<file path="src/rtl/wptr_full.sv">
// wptr_full: write-side pointer logic of an async FIFO.
// Tracks full/almost-full, a pessimistic fill level and a sticky overflow flag.
module wptr_full #(
  parameter int A_Size   = 9,
  parameter int AF_Level = 2**A_Size-4
) (
  input  logic            w_clk,
  input  logic            w_rst,
  input  logic            w_inc,
  input  logic [A_Size:0] rptr_sync,
  output logic [A_Size:0] waddr,
  output logic [A_Size:0] wptr,
  output logic            w_en,
  output logic            wfull,
  output logic            walmost_full,
  output logic [A_Size:0] wlevel,
  output logic            wovf
);
  localparam logic [A_Size:0] AF = (A_Size+1)'(AF_Level);
  logic [A_Size:0] next_waddr, next_wptr, next_level, rbin;
  for (genvar g = 0; g <= A_Size; g++) begin : g_rbin
    assign rbin[g] = ^(rptr_sync >> g);
  end
  assign w_en       = w_inc & ~wfull;
  assign next_waddr = waddr + {{A_Size{1'b0}}, w_en};
  assign next_wptr  = (next_waddr >> 1) ^ next_waddr;
  assign next_level = next_waddr - rbin;
  always_ff @(posedge w_clk)
    if (w_rst) begin
      waddr        <= '0;
      wptr         <= '0;
      wfull        <= 1'b0;
      walmost_full <= 1'b0;
      wlevel       <= '0;
      wovf         <= 1'b0;
    end else begin
      waddr        <= next_waddr;
      wptr         <= next_wptr;
      wfull        <= next_wptr == {~rptr_sync[A_Size:A_Size-1], rptr_sync[A_Size-2:0]};
      walmost_full <= next_level >= AF;
      wlevel       <= next_level;
      wovf         <= wovf | (w_inc & wfull);
    end
endmodule

</file>
<file path="config.mk">
export PLATFORM = sky130hd
export DESIGN_NAME = wptr_full
export DESIGN_NICKNAME = d
export VERILOG_FILES = /design/src/rtl/wptr_full.sv
export SDC_FILE = /design/constraint.sdc
export NUM_CORES = 1
export LEC_CHECK = 0
export BUFFER_PORTS_ARGS = -buffer_cell sky130_fd_sc_hd__buf_4
export CAP_MARGIN = 10
export CORE_MARGIN = 2
export CORE_UTILIZATION = 56
export DETAILED_ROUTE_END_ITERATION = 8
export PLACE_DENSITY_LB_ADDON = 0.12
export RECOVER_POWER = 100
export SYNTH_ARGS = -nofsm -noshare
export SYNTH_HDL_FRONTEND = slang
export SYNTH_SLANG_ARGS = --single-unit
</file>
<file path="constraint.sdc">
create_clock -name w_clk -period 8.2 [get_ports w_clk]
set_clock_uncertainty 0.1 [all_clocks]
set_input_delay 1.64 -clock w_clk [delete_from_list [all_inputs] [get_ports w_clk]]
set_output_delay 1.64 -clock w_clk [all_outputs]
set_load 0.05 [all_outputs]
</file>
==> impl_metrics.tcl <==
set metrics [dict create \
    outcome "finished clean" \
    synth_edf_count 0 \
    synth_ff_type "dfxtp_1" \
    post_cts_buffers 0 \
    synthToLayoutAreaGrowth_pct 14.8 \
    ir_worst_vdd_uv 167 \
    cts_buffer_depth 2 \
    routedWlPerCell_um 11.8 \
    cts_hold_buf 0 \
    synth_area_per_cell_um2 9.04 \
    avgViaCountPerCell 4.99 \
    seq_area_um2 641 \
    clockRootBuffer "clkbuf_4" \
    rr_startpoint "wfull$_SDFF_PP0_" \
    synth_area_leader_cell "dfxtp_1" \
    syn_inst 199 \
    slew_violations 0 \
    worstHoldStart "wovf$_SDFF_PP0_" \
    groute.usage.overall 0.209 \
    fill_cells 292 \
    dp_hpwl_um 2680 \
    drtAntennaViolNets 0 \
    num_rows 20 \
    worstPathArrival_ps 5680 \
    io_pins 47 \
    tritoncts "built" \
    worstSetupEndpointType "register" \
    grt_overflow 0 \
    clk_latency_ps 320 \
    dpl-instance-area_mm2 0.00217 \
    final_nets 269 \
    rsz0062_at_grt "false" \
    synth-seq-cells 32 \
    gp_congestion 0.851 \
    drc 0 \
    start_util 0.589 \
    yosys-top-cells-area "dfxtp_1, xnor2_1, xor2_1, ha_1, nor2_1" \
    yosysUniqueCellTypes 33 \
    max_slew_margin 0.0893 \
    final.setup.tns_ps 0 \
    die_w_um 60.7 \
    synth_area_mm2 0.00180 \
    dieArea_mm2 0.00368 \
    critPathLaunch "rptr_sync[8]" \
    antenna_cells 0 \
    p_per_area_mw_per_mm2 217 \
    multi_input_area_mm2 0.00107 \
    cap_violations 0 \
    hp-class "register to register" \
    synth_nets 223 \
    leakagePower_nw 0.853 \
    htreeDepth 2 \
    min_period_over_period 0.676 \
    io_buffer_count 46 \
    drt_pass1_iterations 4 \
    numCtsBuffers 5 \
    antenna_found_initial 0 \
    hold_viol 0 \
    coreArea_mm2 0.00305 \
    synth_top_area_share 0.356 \
    crit_type "primary input to register" \
    totalWireLength_um 3400 \
    worst_pin_slew_ps 1370 \
    grt_pass1_vias 1290 \
    clk_pin_slew_worst_paths_ps 90 \
    grt_pass1_wl_um 5620 \
    grt_max_degree 33 \
    fin_crit_ps 5540 \
    ys_seq_area_frac 0.356 \
    drive_gt1_frac 0.0653 \
    async_flop_share 0 \
    drt_iter0_drc 38 \
    setup_viol 0 \
    dieHeight_um 60.7 \
    place_ws_ps 2530 \
    critPathLaunchType "primary input" \
    ys_warn_count 0 \
    fmax_mhz 180 \
    layout_setup_ws_ps 2660 \
    vias 1443 \
    clock-sinks 32 \
    post_cts_resized 0 \
    stdcell_area_mm2 0.00206 \
    cp.required_ps 8330 \
    crit_fanout 4 \
]
-- cell usage after synthesis, types with 2 or more instances --
cell type	n
a21oi_1	7
a31oi_1	3
clkbuf_1	6
dfxtp_1	32
ha_1	10
inv_1	10
mux2i_1	2
nand2_1	9
nand2b_1	2
nand3_1	3
nor2_1	28
nor2b_1	12
nor3_1	5
nor4_1	2
o21ai_0	5
xnor2_1	30
xor2_1	17
-- sequential cells by signal, indices dropped and copies added, names as in the netlist --
name and count:
walmost_full 1, wptr 10, wovf 1, wlevel 10
wfull 1, waddr 9
-- critical path, stage by stage --
cell and delay [ps]:
clkbuf_1 150, xor3_1 520, xnor3_1 440, xnor2_1 250, xor2_1 250, xnor2_1 240, inv_1 90, ha_1 270
nor2b_1 120, o21ai_0 200, a21boi_0 120, o31ai_1 440, xor2_1 160, or4b_1 550, o41ai_1 220
-- cells by family after synthesis --
logic type / share of synthesized area
AOI/OAI and AO/OA: 0.0814
xor gates and xnor gates: 0.256
adders and majority gates: 0.0863
buffers and inverters: 0.0376
DFF: 0.356
muxes: 0.0111
and+or+nand+nor: 0.171
-- where the power goes --
part | internal, mW | leakage, nW | switching (mW)
Sequential | 0.172 | 0.262 | 0.00523
Combinational | 0.0606 | 0.563 | 0.131
Clock | 0.0315 | 0.0281 | 0.0481
Total | 0.264 | 0.853 | 0.184
-- placed cells by master (no fill, tap or decap), types with 5 or more instances in the layout --
master	count
dfxtp_1	32
o21ai_0	5
buf_4	9
inv_1	10
xor2_1	17
nor2_1	28
nor3_1	5
a21oi_1	7
nor2b_1	12
clkbuf_1	37
ha_1	10
nand2_1	9
clkbuf_4	6
xnor2_1	30
-- path summary, 6_finish.rpt --
path / to / slack, ps / depth (start not counted)
max: walmost_full$_SDFF_PP0_ / 2660 / 15
min: wovf$_SDFF_PP0_ / 390 / 2
max reg2reg: walmost_full$_SDFF_PP0_ / 4640 / 12
min reg2reg: wovf$_SDFF_PP0_ / 390 / 2
-- metrics by stage --
| step | power (mW) | cells | hold slack [ps] | utilization |
|---|---|---|---|---|
| after floorplan | 0.339 | 199 | 626 | - |
| after global placement | 0.389 | 282 | 353 | 0.710 |
| after detailed placement | 0.391 | 282 | 374 | 0.710 |
| after CTS | 0.472 | 289 | 398 | 0.725 |
| after global routing | 0.484 | 289 | 426 | 0.676 |
| final | 0.449 | 289 | 386 | 0.676 |
-- per-layer routing --
layer	global-route usage	part of all wire	up-vias
met1	0.265	0.47	668
met5	0	0	-
met2	0.329	0.46	32
li1	-	-	736
met4	0.0901	0.014	0
met3	0.0661	0.051	7
-- layout make-up --
class / count / area share
multi-input combinational: 150 / 0.521
clock buffer: 6 / 0.0200
timing repair buffer: 46 / 0.102
sequential: 32 / 0.310
clock inverter: 1 / 0.00242
tap: 44 / 0.0267
inverter: 10 / 0.0182
Note: power is estimated with default switching activity, not from simulation.
